<file path="config.mk">
export PLATFORM = sky130hd
export DESIGN_NAME = memory_arbiter_flat
export DESIGN_NICKNAME = d
export VERILOG_FILES = /design/src/rtl/memory_arbiter_if.sv /design/src/rtl/memory_arbiter.sv /design/src/flat_wrapper.sv
export SDC_FILE = /design/constraint.sdc
export NUM_CORES = 1
export LEC_CHECK = 0
export CAP_MARGIN = 10
export CORE_AREA = 2 2 119 121
export DETAILED_ROUTE_END_ITERATION = 12
export DIE_AREA = 0 0 121 123
export PLACE_DENSITY = 0.7
export SKIP_LAST_GASP = 1
export SYNTH_ARGS = -nofsm -noshare
export SYNTH_HDL_FRONTEND = slang
export SYNTH_SLANG_ARGS = --single-unit
</file>
<file path="constraint.sdc">
create_clock -name clk -period 2.8 [get_ports clk]
set_input_delay 0.56 -clock clk [delete_from_list [all_inputs] [get_ports clk]]
set_output_delay 0.56 -clock clk [all_outputs]
set_load 0.005 [all_outputs]
</file>
<file path="src/rtl/memory_arbiter_if.sv">
// Bus bundle between the two masters, the arbiter and the single memory slave.
// The slave modport is the arbiter's view; the master modport is the
// environment's view (both masters plus the memory).
interface memory_arbiter_if #(
   parameter int ADDR_WIDTH = 32,
   parameter int DATA_WIDTH = 32
);
   logic                  m0_req;
   logic                  m0_we;
   logic [ADDR_WIDTH-1:0] m0_addr;
   logic [DATA_WIDTH-1:0] m0_wdata;
   logic [DATA_WIDTH-1:0] m0_rdata;
   logic                  m0_ack;
   logic                  m0_err;

   logic                  m1_req;
   logic                  m1_we;
   logic [ADDR_WIDTH-1:0] m1_addr;
   logic [DATA_WIDTH-1:0] m1_wdata;
   logic [DATA_WIDTH-1:0] m1_rdata;
   logic                  m1_ack;
   logic                  m1_err;

   logic                  mem_read;
   logic                  mem_write;
   logic [ADDR_WIDTH-1:0] mem_addr;
   logic [DATA_WIDTH-1:0] mem_wdata;
   logic [DATA_WIDTH-1:0] mem_rdata;
   logic                  mem_ack;

   logic                  busy;
   logic                  grant;

   modport slave (
      input  m0_req, m0_we, m0_addr, m0_wdata,
      output m0_rdata, m0_ack, m0_err,
      input  m1_req, m1_we, m1_addr, m1_wdata,
      output m1_rdata, m1_ack, m1_err,
      output mem_read, mem_write, mem_addr, mem_wdata,
      input  mem_rdata, mem_ack,
      output busy, grant
   );

   modport master (
      output m0_req, m0_we, m0_addr, m0_wdata,
      input  m0_rdata, m0_ack, m0_err,
      output m1_req, m1_we, m1_addr, m1_wdata,
      input  m1_rdata, m1_ack, m1_err,
      input  mem_read, mem_write, mem_addr, mem_wdata,
      output mem_rdata, mem_ack,
      input  busy, grant
   );
endinterface

</file>
<file path="src/rtl/memory_arbiter.sv">
// Two-master round-robin arbiter for the unified memory port.
// One transfer in flight at a time: IDLE arbitrates, BUSY drives the slave
// until mem_ack or watchdog expiry, RESP returns a one-cycle ack to the owner.
module memory_arbiter #(
   parameter int ADDR_WIDTH = 32,
   parameter int DATA_WIDTH = 32,
   parameter int TIMEOUT    = 255
) (
   input logic               clk,
   input logic               reset,
   memory_arbiter_if.slave   bus
);

   // Counter wide enough for TIMEOUT; a single bit suffices when disabled.
   localparam int CNT_W    = (TIMEOUT == 0) ? 1 : $clog2(TIMEOUT + 1);
   localparam int LAST_INT = (TIMEOUT == 0) ? 0 : TIMEOUT - 1;
   localparam logic [CNT_W-1:0] CNT_LAST = LAST_INT[CNT_W-1:0];

   typedef enum logic [1:0] {IDLE, BUSY, RESP} state_t;

   state_t            state_reg, state_next;
   logic              owner_reg, owner_next;
   logic              last_grant_reg, last_grant_next;
   logic [CNT_W-1:0]  cnt_reg, cnt_next;
   logic              done_ok, done_tmo;
   logic              pick;

   // Master-side request fields gathered into vectors so the owner can index them.
   logic [1:0]            req_vec;
   logic [1:0]            we_vec;
   logic [ADDR_WIDTH-1:0] addr_vec  [2];
   logic [DATA_WIDTH-1:0] wdata_vec [2];

   assign req_vec      = {bus.m1_req, bus.m0_req};
   assign we_vec       = {bus.m1_we,  bus.m0_we};
   assign addr_vec[0]  = bus.m0_addr;
   assign addr_vec[1]  = bus.m1_addr;
   assign wdata_vec[0] = bus.m0_wdata;
   assign wdata_vec[1] = bus.m1_wdata;

   // On a tie the master that did not win last time gets the bus.
   assign pick = (&req_vec) ? ~last_grant_reg : req_vec[1];

   // Next-state logic: arbitration, slave completion and watchdog.
   always_comb begin
      state_next      = state_reg;
      owner_next      = owner_reg;
      last_grant_next = last_grant_reg;
      cnt_next        = cnt_reg;
      done_ok         = 1'b0;
      done_tmo        = 1'b0;
      case (state_reg)
         IDLE: begin
            if (|req_vec) begin
               owner_next      = pick;
               last_grant_next = pick;
               cnt_next        = '0;
               state_next      = BUSY;
            end
         end
         BUSY: begin
            if (bus.mem_ack) begin
               // A late ack on the expiry cycle still counts as success.
               done_ok    = 1'b1;
               state_next = RESP;
            end else if (TIMEOUT != 0) begin
               if (cnt_reg == CNT_LAST) begin
                  done_tmo   = 1'b1;
                  state_next = RESP;
               end else begin
                  cnt_next = cnt_reg + 1'b1;
               end
            end
         end
         RESP: begin
            state_next = IDLE;
         end
         default: begin
            state_next = IDLE;
         end
      endcase
   end

   // Arbiter state register.
   always_ff @(posedge clk) begin
      if (reset) begin
         state_reg      <= IDLE;
         owner_reg      <= 1'b0;
         last_grant_reg <= 1'b1;
         cnt_reg        <= '0;
      end else begin
         state_reg      <= state_next;
         owner_reg      <= owner_next;
         last_grant_reg <= last_grant_next;
         cnt_reg        <= cnt_next;
      end
   end

   // Per-master response registers: ack/err live for the RESP cycle only,
   // rdata holds until that master's next completion.
   genvar gi;
   generate
      for (gi = 0; gi < 2; gi++) begin : g_master
         logic [DATA_WIDTH-1:0] rdata_reg;
         logic                  ack_reg;
         logic                  err_reg;
         logic                  mine;

         assign mine = (owner_reg == 1'(gi));

         // Capture completion for this master when it owns the transfer.
         always_ff @(posedge clk) begin
            if (reset) begin
               rdata_reg <= '0;
               ack_reg   <= 1'b0;
               err_reg   <= 1'b0;
            end else begin
               ack_reg <= (done_ok | done_tmo) & mine;
               err_reg <= done_tmo & mine;
               if (done_ok && mine) begin
                  rdata_reg <= bus.mem_rdata;
               end else if (done_tmo && mine) begin
                  rdata_reg <= '0;
               end
            end
         end
      end
   endgenerate

   assign bus.m0_rdata = g_master[0].rdata_reg;
   assign bus.m0_ack   = g_master[0].ack_reg;
   assign bus.m0_err   = g_master[0].err_reg;
   assign bus.m1_rdata = g_master[1].rdata_reg;
   assign bus.m1_ack   = g_master[1].ack_reg;
   assign bus.m1_err   = g_master[1].err_reg;

   // Slave side is driven only in BUSY, straight from the owner's fields.
   assign bus.mem_read  = (state_reg == BUSY) & ~we_vec[owner_reg];
   assign bus.mem_write = (state_reg == BUSY) &  we_vec[owner_reg];
   assign bus.mem_addr  = (state_reg == BUSY) ? addr_vec[owner_reg]  : '0;
   assign bus.mem_wdata = (state_reg == BUSY) ? wdata_vec[owner_reg] : '0;

   assign bus.busy  = (state_reg != IDLE);
   assign bus.grant = (state_reg != IDLE) & owner_reg;

endmodule

</file>
<file path="src/flat_wrapper.sv">
// flat-port wrapper written by rule: the top's interface ports become plain ports
module memory_arbiter_flat 
#(
   parameter int ADDR_WIDTH = 32,
   parameter int DATA_WIDTH = 32,
   parameter int TIMEOUT    = 255
)
  (clk, reset, bus_m0_req, bus_m0_we, bus_m0_addr, bus_m0_wdata, bus_m0_rdata, bus_m0_ack, bus_m0_err, bus_m1_req, bus_m1_we, bus_m1_addr, bus_m1_wdata, bus_m1_rdata, bus_m1_ack, bus_m1_err, bus_mem_read, bus_mem_write, bus_mem_addr, bus_mem_wdata, bus_mem_rdata, bus_mem_ack, bus_busy, bus_grant);
  memory_arbiter_if #(.ADDR_WIDTH(ADDR_WIDTH), .DATA_WIDTH(DATA_WIDTH)) bus_i ();
  input logic clk;
  input logic reset;
  input wire logic [$bits(bus_i.m0_req)-1:0] bus_m0_req;
  input wire logic [$bits(bus_i.m0_we)-1:0] bus_m0_we;
  input wire logic [$bits(bus_i.m0_addr)-1:0] bus_m0_addr;
  input wire logic [$bits(bus_i.m0_wdata)-1:0] bus_m0_wdata;
  output wire logic [$bits(bus_i.m0_rdata)-1:0] bus_m0_rdata;
  output wire logic [$bits(bus_i.m0_ack)-1:0] bus_m0_ack;
  output wire logic [$bits(bus_i.m0_err)-1:0] bus_m0_err;
  input wire logic [$bits(bus_i.m1_req)-1:0] bus_m1_req;
  input wire logic [$bits(bus_i.m1_we)-1:0] bus_m1_we;
  input wire logic [$bits(bus_i.m1_addr)-1:0] bus_m1_addr;
  input wire logic [$bits(bus_i.m1_wdata)-1:0] bus_m1_wdata;
  output wire logic [$bits(bus_i.m1_rdata)-1:0] bus_m1_rdata;
  output wire logic [$bits(bus_i.m1_ack)-1:0] bus_m1_ack;
  output wire logic [$bits(bus_i.m1_err)-1:0] bus_m1_err;
  output wire logic [$bits(bus_i.mem_read)-1:0] bus_mem_read;
  output wire logic [$bits(bus_i.mem_write)-1:0] bus_mem_write;
  output wire logic [$bits(bus_i.mem_addr)-1:0] bus_mem_addr;
  output wire logic [$bits(bus_i.mem_wdata)-1:0] bus_mem_wdata;
  input wire logic [$bits(bus_i.mem_rdata)-1:0] bus_mem_rdata;
  input wire logic [$bits(bus_i.mem_ack)-1:0] bus_mem_ack;
  output wire logic [$bits(bus_i.busy)-1:0] bus_busy;
  output wire logic [$bits(bus_i.grant)-1:0] bus_grant;
  assign bus_i.m0_req = bus_m0_req;
  assign bus_i.m0_we = bus_m0_we;
  assign bus_i.m0_addr = bus_m0_addr;
  assign bus_i.m0_wdata = bus_m0_wdata;
  assign bus_m0_rdata = bus_i.m0_rdata;
  assign bus_m0_ack = bus_i.m0_ack;
  assign bus_m0_err = bus_i.m0_err;
  assign bus_i.m1_req = bus_m1_req;
  assign bus_i.m1_we = bus_m1_we;
  assign bus_i.m1_addr = bus_m1_addr;
  assign bus_i.m1_wdata = bus_m1_wdata;
  assign bus_m1_rdata = bus_i.m1_rdata;
  assign bus_m1_ack = bus_i.m1_ack;
  assign bus_m1_err = bus_i.m1_err;
  assign bus_mem_read = bus_i.mem_read;
  assign bus_mem_write = bus_i.mem_write;
  assign bus_mem_addr = bus_i.mem_addr;
  assign bus_mem_wdata = bus_i.mem_wdata;
  assign bus_i.mem_rdata = bus_mem_rdata;
  assign bus_i.mem_ack = bus_mem_ack;
  assign bus_busy = bus_i.busy;
  assign bus_grant = bus_i.grant;
  memory_arbiter #(.ADDR_WIDTH(ADDR_WIDTH), .DATA_WIDTH(DATA_WIDTH), .TIMEOUT(TIMEOUT)) u_core (.clk(clk), .reset(reset), .bus(bus_i));
endmodule
</file>
==> results summary <==
The number of vias after detailed routing is 4238. At the later pin of the worst-skew pair, clock insertion delay measures approximately 0.33 ns. The data arrival time of the worst path is 2.15 ns. For this run, design rule violations remaining after detail routing come to 0. The via count normalized by instance count came out at approximately 5.

The post-cts resize count is 0. In this run, synthesis produced a sequential element count of 80. The run finished with clean final reports. The pin count of the biggest net entering global routing came out at 62. The remaining max-slew budget at the tightest pin is between 30% and 40%. The critical-path maximum fanout came out at 38. The total of warnings raised by yosys came out at 0. The fraction of final layout cells sized beyond drive strength 1 came out at 6.47%. The internal power of the cells came out at roughly 2.5 mW. The number of hold violations in the final report is 0. The sum of negative setup slack came out at 0 ns. STA classifies the critical path endpoint as an output port. The final clock skew is 0.00877 ns. The area of the mapped netlist came out at 3810 µm². The synthesis-to-layout area growth is 93.7%. The leftover overflow at the end of global routing is 0.

The static leakage power came out at 2.66 nW. The worst setup path is of the reg -> out kind. The depth of the CTS H-tree is 3.

The worst IR drop on VDD came out at between 0.3 and 0.4 mV. The netlist uses 40 different library cells. Net switching is between 20% and 30% of the power. The die boundary height is 123 µm. The primary flip-flop cell chosen by synthesis mapping is dfxtp_1. The wire length of the first global-routing pass is between 20000 and 25000 µm. Setup violations remaining at the end of the flow were counted as 0. The post-detailed-route wirelength per cell is 18.1 µm. The width of the die came out at 121 µm. The number of violations of the max-capacitance limit came out at 0. The detailed router's first-iteration violation count is roughly 390. The number of antenna violations at the first check in global routing came to 0. The core utilization of the finished layout is between 50% and 60%.

In the layout the commonest cells are clkdlybuf4s50_1 (302), dfxtp_1 (79), nor2_1 (71), mux2i_1 (65), a32o_1 (64). The TritonCTS buffer count is 9. The share of synthesized registers carrying an async set or reset came out at 0%. When the netlist entered floorplanning its net count stood at ~560. Including well taps, the total number of placed cells is around 840. Leaving out fill and tap cells, the most frequent cell in the layout is clkdlybuf4s50_1. The final hold slack is 0.468 ns. In the synthesized netlist, the number of instances is a little under 400. The share of total power in the clock network is between 30 and 40%. The worst-case clock buffer depth is 2. The min-delay analysis places its worst path in the category reg -> reg.

The full die area came out at roughly 15000 µm². The routed wire length came out at around 16000 µm. For this design the ratio of total power to cell area is about 450 nW/µm². The number of max-slew violations in the final report is 0.

The number of global-route vias before repair came to between 4k and 5k. For this run, the post-layout net count is approximately 840. Subtracting the final worst setup slack from the clock period gives ~2.7 ns.

The placed wire-length estimate came out at 12200 µm. For this design, the sink count on the clock tree is 80. The I/O pin count is 303. Summed over all nets, the switching power comes to 0.787 mW. The measured slew at the worst slew-check pin is approximately 1.0 ns.

The average cell area after synthesis came out at 9.86 µm². The final estimated routing congestion in global placement came out at 0.904. The highest attainable clock frequency is approximately 370 MHz.

The tree is rooted in a clkbuf_16. The count of nets left with antenna violations after detail routing came out at 0. The number of antenna cells inserted came out at 0. The relative contribution of sequential cells to total power came out at 36.5%. The count of input and output buffers came out at about 300. The floorplan has 43 rows.

The starting density of the core is 28.0%. The post-CTS setup buffer count is 0. The non-filler instance count after layout is 860. The kind of start point of the critical path is a flop.

The first TritonRoute pass finished after 5 iterations. The clock transition at the registers of the reported paths came out at ~0.060 ns. Setup repair after global routing left no endpoint under its margin. The total of hold buffers inserted after clock tree synthesis came out at 0. The count of flip-flops with a built-in enable after synthesis came out at 0. The sequential-to-total area share from yosys stat is between 40 and 50%. TritonCTS built the clock tree. The data required time of the worst path came out at 2.24 ns. Of the total power, combinational logic draws between 20% and 30%. The share of the cycle needed by the critical path after routing came out at a little over nine tenths. The global-route usage over all layers is approximately a fifth.

The worst slack at placement came out at 0.265 ns. The area of the core is around 14000 µm². The final critical-path setup slack came out at 0.0903 ns.
==> power by group through the flow <==
stage               sequential, mW  clock [mW]  combinational, mW
floorplan                     1.22           0              0.291
global placement              1.24           0              0.789
detailed placement            1.24           0              0.797
CTS                           1.21        1.34              0.804
global route                  1.22        1.39              0.858
finish                        1.21        1.31              0.800
==> metrics by stage <==
step	cell area (µm²)	power, mW
final	7370	3.33
after global routing	7370	3.47
after CTS	7370	3.36
after detailed placement	7030	2.04
after global placement	7030	2.03
after floorplan	3810	1.51
==> final cells by class <==
| cell class | instances | area, µm² |
|---|---|---|
| fill | 1173 | 6240 |
| inverter | 4 | 15.0 |
| clock inverter | 4 | 73.8 |
| sequential | 80 | 1610 |
| multi-input combinational | 264 | 2020 |
| clock buffer | 12 | 268 |
| timing repair buffer | 316 | 3170 |
| tap | 180 | 225 |
==> kinds of logic (layout without fill, tap and decap cells) <==
family                     Yosys count  after routing  synth area share, %
adders and majority gates            2              2                0.657
AOI/OAI and AO/OA                   87             87                 21.8
DFF                                 80             80                 42.1
and+or+nand+nor                    110            110                 13.2
muxes                               65             65                 17.1
buffers and inverters               42            336                 5.10
==> synth_stat cells (2+ instances only) <==
cell | n | area (µm²)
buf_2 | 26 | 130
mux2i_1 | 65 | 651
inv_1 | 4 | 15.0
and3_1 | 3 | 18.8
a32o_1 | 64 | 641
a21oi_2 | 2 | 17.5
nor2b_1 | 2 | 12.5
a21o_1 | 4 | 30.0
o21ai_0 | 4 | 20.0
nor3_1 | 5 | 25.0
a211o_1 | 2 | 17.5
ha_1 | 2 | 25.0
nand3_1 | 3 | 15.0
nor2_2 | 3 | 18.8
a31oi_1 | 3 | 18.8
buf_1 | 3 | 11.3
clkbuf_1 | 8 | 30.0
nor2_1 | 72 | 270
dfxtp_1 | 80 | 1600
nand2_1 | 11 | 41.3
==> path summary, 6_finish.rpt <==
check	from	to	slack (ns)	cells past startpoint
setup reg to reg	u_core.cnt_reg[0]	u_core.bus.m1_rdata[3]	0.52	8
hold reg to reg	u_core.bus.m1_rdata[5]	u_core.bus.m1_rdata[5]	0.47	1
hold / removal	u_core.bus.m1_rdata[5]	u_core.bus.m1_rdata[5]	0.47	1
setup / recovery	u_core.g_master[1].mine	bus_mem_wdata[29]	0.09	4
==> worst max-delay path, cell delays in order, from the launching register on <==
cell and delay (ns):
dfxtp_4 0.77, buf_12 0.25, mux2i_1 0.09, nor2_1 0.15
clkdlybuf4s50_1 0.53
==> routing by layer <==
metal	routed length (µm)	part of all wire [%]	up-vias	global-route usage, %
met5	0	0	-	0
met4	193	1.2	0	4.65
met3	1470	9.4	14	7.80
met2	7510	48	192	34.1
met1	6360	41	1999	24.1
li1	-	-	2033	-
No activity file was read; power rests on OpenSTA's default activity.
